==> config.mk <==
export PLATFORM = sky130hd
export DESIGN_NAME = square_rom_seq_flat
export DESIGN_NICKNAME = d
export VERILOG_FILES = /design/src/rtl/square_rom_pkg.sv /design/src/rtl/square_rom_seq_if.sv /design/src/rtl/square_lut.sv /design/src/rtl/square_rom_seq.sv /design/src/flat_wrapper.sv
export SDC_FILE = /design/constraint.sdc
export NUM_CORES = 1
export LEC_CHECK = 0
export ABC_CLOCK_PERIOD_IN_PS = 3300
export CAP_MARGIN = 20
export CORE_MARGIN = 1.5
export CORE_UTILIZATION = 51
export DETAILED_ROUTE_END_ITERATION = 6
export GPL_TIMING_DRIVEN = 0
export PLACE_DENSITY = 0.88
export SKIP_CTS_REPAIR_TIMING = 1
export SYNTH_ARGS = -nofsm -noshare
export SYNTH_HDL_FRONTEND = slang
export SYNTH_SLANG_ARGS = --single-unit
==> constraint.sdc <==
create_clock -name clk -period 3.3 [get_ports clk]
set_input_delay 0.33 -clock clk [delete_from_list [all_inputs] [get_ports clk]]
set_output_delay 0.33 -clock clk [all_outputs]
set_load 0.05 [all_outputs]
==> src/rtl/square_rom_pkg.sv <==
// Shared types and square arithmetic for the square-lookup ROM.
// The squaring helper truncates to an arbitrary result width.
package square_rom_pkg;

    typedef enum logic [0:0] {
        IDLE  = 1'b0,
        SWEEP = 1'b1
    } state_t;

    localparam int unsigned SQ_MAX_W = 32;

    // Square of the low addr_w bits of addr, reduced modulo 2**data_w.
    function automatic logic [2*SQ_MAX_W-1:0] sq_trunc(
        input logic [SQ_MAX_W-1:0] addr,
        input int unsigned         addr_w,
        input int unsigned         data_w
    );
        logic [2*SQ_MAX_W-1:0] a_ext;
        logic [2*SQ_MAX_W-1:0] a_mask;
        logic [2*SQ_MAX_W-1:0] d_mask;
        a_mask = (addr_w >= SQ_MAX_W) ? {{SQ_MAX_W{1'b0}}, {SQ_MAX_W{1'b1}}}
                                      : ((64'(1) << addr_w) - 64'(1));
        d_mask = (data_w >= 2*SQ_MAX_W) ? '1 : ((64'(1) << data_w) - 64'(1));
        a_ext  = {{SQ_MAX_W{1'b0}}, addr} & a_mask;
        return (a_ext * a_ext) & d_mask;
    endfunction

endpackage

==> src/rtl/square_rom_seq_if.sv <==
// Request/sweep/result bundle for square_rom_seq.
// The master side is the address producer and the result consumer.
interface square_rom_seq_if #(
    parameter int ADDR_W = 4,
    parameter int DATA_W = 8
);
    logic              in_valid;
    logic              in_ready;
    logic [ADDR_W-1:0] in_addr;
    logic              sweep_start;
    logic [ADDR_W-1:0] sweep_first;
    logic [ADDR_W-1:0] sweep_last;
    logic              busy;
    logic              out_valid;
    logic              out_ready;
    logic [ADDR_W-1:0] out_addr;
    logic [DATA_W-1:0] out_data;
    logic              out_last;

    modport master (
        output in_valid, in_addr, sweep_start, sweep_first, sweep_last, out_ready,
        input  in_ready, busy, out_valid, out_addr, out_data, out_last
    );

    modport slave (
        input  in_valid, in_addr, sweep_start, sweep_first, sweep_last, out_ready,
        output in_ready, busy, out_valid, out_addr, out_data, out_last
    );
endinterface

==> src/rtl/square_lut.sv <==
// Combinational ADDR_W -> DATA_W square table; every address is defined.
module square_lut
    import square_rom_pkg::*;
#(
    parameter int ADDR_W = 4,
    parameter int DATA_W = 8
) (
    input  logic [ADDR_W-1:0] addr,
    output logic [DATA_W-1:0] data
);

    assign data = DATA_W'(sq_trunc(SQ_MAX_W'(addr), ADDR_W, DATA_W));

endmodule

==> src/rtl/square_rom_seq.sv <==
// Registered square ROM with valid/ready on both sides and a wrap-around
// sweep engine sharing one lookup table with the single-request path.
module square_rom_seq
    import square_rom_pkg::*;
#(
    parameter int ADDR_W = 4,
    parameter int DATA_W = 8
) (
    input  logic             clk,
    input  logic             rst_n,
    square_rom_seq_if.slave  bus
);

    state_t            state_q, state_d;
    logic [ADDR_W-1:0] cur_q, cur_d;
    logic [ADDR_W-1:0] last_q, last_d;

    logic              out_valid_q;
    logic [ADDR_W-1:0] out_addr_q;
    logic [DATA_W-1:0] out_data_q;
    logic              out_last_q;

    logic              adv;
    logic              in_ready_c;
    logic              load;
    logic              load_last;
    logic [ADDR_W-1:0] lut_addr;
    logic [DATA_W-1:0] lut_data;

    square_lut #(
        .ADDR_W (ADDR_W),
        .DATA_W (DATA_W)
    ) u_lut (
        .addr (lut_addr),
        .data (lut_data)
    );

    // The slot may take new contents when empty or being drained this cycle.
    assign adv = !out_valid_q || bus.out_ready;

    always_comb begin
        // NOTE: every signal gets a default first so no path leaves one unassigned (no latches).
        state_d    = state_q;
        cur_d      = cur_q;
        last_d     = last_q;
        in_ready_c = 1'b0;
        load       = 1'b0;
        load_last  = 1'b1;
        lut_addr   = bus.in_addr;

        unique case (state_q)
            IDLE: begin
                in_ready_c = adv && !bus.sweep_start;
                load       = bus.in_valid && in_ready_c;
                if (bus.sweep_start) begin
                    cur_d   = bus.sweep_first;
                    last_d  = bus.sweep_last;
                    state_d = SWEEP;
                end
            end
            SWEEP: begin
                lut_addr  = cur_q;
                load_last = (cur_q == last_q);
                if (adv) begin
                    load  = 1'b1;
                    cur_d = cur_q + ADDR_W'(1);
                    if (load_last) state_d = IDLE;
                end
            end
            default: state_d = IDLE;
        endcase
    end

    always_ff @(posedge clk or negedge rst_n) begin
        if (!rst_n) begin
            state_q     <= IDLE;
            cur_q       <= '0;
            last_q      <= '0;
            out_valid_q <= 1'b0;
            out_addr_q  <= '0;
            out_data_q  <= '0;
            out_last_q  <= 1'b0;
        end else begin
            // NOTE: non-blocking assignments so every register samples pre-edge values.
            state_q <= state_d;
            cur_q   <= cur_d;
            last_q  <= last_d;
            if (adv) begin
                out_valid_q <= load;
                if (load) begin
                    out_addr_q <= lut_addr;
                    out_data_q <= lut_data;
                    out_last_q <= load_last;
                end
            end
        end
    end

    assign bus.in_ready  = in_ready_c;
    assign bus.busy      = (state_q == SWEEP);
    assign bus.out_valid = out_valid_q;
    assign bus.out_addr  = out_addr_q;
    assign bus.out_data  = out_data_q;
    assign bus.out_last  = out_last_q;

endmodule

==> src/flat_wrapper.sv <==
// flat-port wrapper written by rule: the top's interface ports become plain ports
module square_rom_seq_flat import square_rom_pkg::*;
#(
    parameter int ADDR_W = 4,
    parameter int DATA_W = 8
)
  (clk, rst_n, bus_in_valid, bus_in_addr, bus_sweep_start, bus_sweep_first, bus_sweep_last, bus_out_ready, bus_in_ready, bus_busy, bus_out_valid, bus_out_addr, bus_out_data, bus_out_last);
  square_rom_seq_if #(.ADDR_W(ADDR_W), .DATA_W(DATA_W)) bus_i ();
  input  logic clk;
  input  logic rst_n;
  input wire logic [$bits(bus_i.in_valid)-1:0] bus_in_valid;
  input wire logic [$bits(bus_i.in_addr)-1:0] bus_in_addr;
  input wire logic [$bits(bus_i.sweep_start)-1:0] bus_sweep_start;
  input wire logic [$bits(bus_i.sweep_first)-1:0] bus_sweep_first;
  input wire logic [$bits(bus_i.sweep_last)-1:0] bus_sweep_last;
  input wire logic [$bits(bus_i.out_ready)-1:0] bus_out_ready;
  output wire logic [$bits(bus_i.in_ready)-1:0] bus_in_ready;
  output wire logic [$bits(bus_i.busy)-1:0] bus_busy;
  output wire logic [$bits(bus_i.out_valid)-1:0] bus_out_valid;
  output wire logic [$bits(bus_i.out_addr)-1:0] bus_out_addr;
  output wire logic [$bits(bus_i.out_data)-1:0] bus_out_data;
  output wire logic [$bits(bus_i.out_last)-1:0] bus_out_last;
  assign bus_i.in_valid = bus_in_valid;
  assign bus_i.in_addr = bus_in_addr;
  assign bus_i.sweep_start = bus_sweep_start;
  assign bus_i.sweep_first = bus_sweep_first;
  assign bus_i.sweep_last = bus_sweep_last;
  assign bus_i.out_ready = bus_out_ready;
  assign bus_in_ready = bus_i.in_ready;
  assign bus_busy = bus_i.busy;
  assign bus_out_valid = bus_i.out_valid;
  assign bus_out_addr = bus_i.out_addr;
  assign bus_out_data = bus_i.out_data;
  assign bus_out_last = bus_i.out_last;
  square_rom_seq #(.ADDR_W(ADDR_W), .DATA_W(DATA_W)) u_core (.clk(clk), .rst_n(rst_n), .bus(bus_i));
endmodule
==> flow_summary.ini <==
[status]
status = complete, no violations

[global_routing]
grt_pass1_wl_um = 4150
grt_max_degree = 22
grt_overflow_total = 0
grt_pass1_vias = 928
grt_use_total_pct = 21.5
antenna_found_initial = 0

[power_and_ir_drop]
power_density_nw_per_um2 = 1120
peakVddDrop_uv = 600
switching_share_pct = 48.3
clockPowerShare_pct = 7.0
p_leak_nw = 0.713
power_frac_comb_pct = 65.5
p_int_mw = 0.913
p_seq_share_pct = 27.5
p_switching_mw = 0.852

[worst_setup_path]
worstPathRequired_ns = 3.50
max_stage_delay_ns = 0.47
cp_max_fo = 6
reg2reg_slack_ns = 0.84
r2r-end = u_core.bus.out_data[6]$_DFFE_PN0P_
reg2regPathDepth = 8
worst-setup-path-type = reg2reg
worstPathCellList = mux2i_1, and2b_1, nor2b_1, fa_1, a21o_1, a21oi_1, xnor2_1, o21ai_1
worstSetupEndpointType = flip-flop
cp.arrival_ns = 2.66
start_kind = flip-flop
slowest_stage = dfrtp_1
path_buf_inv = 0
reg2reg_from = u_core.cur_q[2]$_DFFE_PN0P_
cp_top_family = flip-flops

[synthesis]
synthFlopType = dfrtp_1
syn_area_per_cell_um2 = 10.4
postSynth.asyncResetShare_pct = 100
yosysSeqAreaShare_pct = 43.6
syn_area_um2 = 1210
netlist_top_cells_area = dfrtp_1, mux2_2, nand2_1
synth_warnings = 0
yosys.area.top_type = dfrtp_1
ys_ff_latch = 21
netlist.area_leader.share_pct = 43.6
ys_types = 36
synth-edff-count = 0
synth_nets = 138
syn-instance-count = 116

[finish]
antenna_cells = 0
area_delta_synth_final_pct = 30.8
final_common_cell = clkdlybuf4s50_1
mostFrequentLayoutCells = clkdlybuf4s50_1, dfrtp_1, nand2_1
stdcell_area_um2 = 1580
final_layout_size_suffix_gt1_share_pct = 12.6
instances_no_fill = 179
num-fill-cells = 171
fin_nets = 174

[timing]
slew_headroom_pct = 37.1
worst_clock_skew_ns = 0.00491
timing.final.crit_share_pct = 74.6
layout_setup_ws_ns = 0.839
finalHoldViolCount = 0
tightest_slew_ns = 0.941
slew_violations = 0
whs_ns = 0.485
setup_viol = 0
rsz0062_at_grt = false
tns_ns = 0
fmax_mhz = 406
period_needed_ns = 2.46

[hold_path]
hold_path_class = reg2reg
worstHoldStart = u_core.bus.out_data[7]$_DFFE_PN0P_
hold_path_depth = 2
min_to = u_core.bus.out_data[7]$_DFFE_PN0P_

[route]
drt_wl_total_um = 2410
antenna_left = 0
wl_per_cell_um = 13.5
drt-initial-drc-count = 13
first_pass_iters = 4
via_per_inst = 5.39
vias = 964
drcViolationCount = 0

[floorplanning]
initial_core_util_pct = 54.5
num_io_pins = 33
fp.coreArea_um2 = 2210
fp.dieW_um = 51.6
std_cell_rows = 17
dieArea_um2 = 2670
fp.dieH_um = 51.6

[clock_network]
cts-root-buf = clkbuf_4
cts-buffers-inserted = 3
cts_max_level = 1
cts_sinks = 21
clk_latency_ns = 0.30
cts_tree = built
clkTransAtPathRegs_ns = 0.11
max-clock-path-buffers = 2

[placed_design]
port_buffers = 31
place_inst = 175
dpl-instance-area_um2 = 1550
hpwl_um = 1850
place.gp.congestion = 0.791
pre_cts_ws_ns = 0.581

[flow_run]
drv_cap = 0
metrics by stage:
step	utilization, %	power, mW
3_5_place_dp	70.1	1.64
6_report	71.3	1.76
3_3_place_gp	70.1	1.60
2_1_floorplan	-	1.33
4_1_cts	71.3	1.77
5_1_grt	71.3	1.90
cell type report:
| type | instances | area (um2) | share of cell area (%) |
|---|---|---|---|
| plain buffers | 7 | 51.3 | 3.25 |
| clock buffers | 4 | 26.3 | 1.67 |
| inverters | 1 | 3.75 | 0.238 |
| multi-input cells | 87 | 626 | 39.7 |
| flip-flops and latches | 21 | 526 | 33.3 |
| well taps | 28 | 35.0 | 2.22 |
| repair buffers | 31 | 310 | 19.7 |
worst max-delay path by stage:
stage | from | to | cells past startpoint
6_report | u_core.cur_q[2]$_DFFE_PN0P_ | u_core.bus.out_data[6]$_DFFE_PN0P_ | 8
3_5_place_dp | bus_in_addr[2] | u_core.bus.out_data[6]$_DFFE_PN0P_ | 9
3_3_place_gp | bus_in_addr[2] | u_core.bus.out_data[6]$_DFFE_PN0P_ | 9
2_1_floorplan | u_core.bus.busy$_DFF_PN0_ | u_core.bus.out_data[6]$_DFFE_PN0P_ | 8
4_1_cts | u_core.bus.busy$_DFF_PN0_ | u_core.bus.out_data[6]$_DFFE_PN0P_ | 8
5_1_grt | u_core.bus.busy$_DFF_PN0_ | u_core.bus.out_data[6]$_DFFE_PN0P_ | 8
Yosys cell counts, types with 2 or more instances:
cell,count
a211oi_1,3
a21o_1,3
a21oi_1,6
buf_2,2
buf_4,4
dfrtp_1,21
ha_1,4
mux2_2,5
mux2i_1,4
nand2_1,14
nand2b_1,3
nor2_1,6
nor2b_1,6
o21ai_0,6
o21ai_1,2
xnor2_1,3
xor2_1,5
registers in the layout (all words and copies together), names as in the netlist:
signal	count
u_core.bus.out_data	6
u_core.bus.out_addr	4
u_core.cur_q	4
u_core.last_q	4
u_core.bus.busy	1
u_core.bus.out_last	1
u_core.bus.out_valid	1
kinds of logic after synthesis:
kind of cell	synth area share, %
xor+xnor	5.81
flops	43.6
simple gates	16.2
fa+ha+maj	5.81
buf+inv	4.56
mux	9.85
compound gates	13.9
other cells	0.311
metal layers:
| layer | up-vias | GRT usage (%) | part of all wire (%) |
|---|---|---|---|
| met3 | 7 | 3.16 | 5.4 |
| met5 | - | 0 | 0 |
| met1 | 459 | 25.8 | 41 |
| met2 | 28 | 37.6 | 52 |
| met4 | 0 | 10.5 | 2.3 |
| li1 | 470 | - | - |
power by group through the flow:
stage / Sequential [mW] / Combinational, mW / Clock (mW)
2_1_floorplan: 0.708 / 0.625 / 0
3_3_place_gp: 0.483 / 1.11 / 0
3_5_place_dp: 0.489 / 1.15 / 0
4_1_cts: 0.483 / 1.16 / 0.126
5_1_grt: 0.502 / 1.26 / 0.136
6_report: 0.485 / 1.16 / 0.124
worst min-delay path, stage by stage (launching register included):
cell and delay [ns]:
dfrtp_1 0.36, nand2_1 0.05, o31ai_1 0.05
No activity file was read; power rests on OpenSTA's default activity.
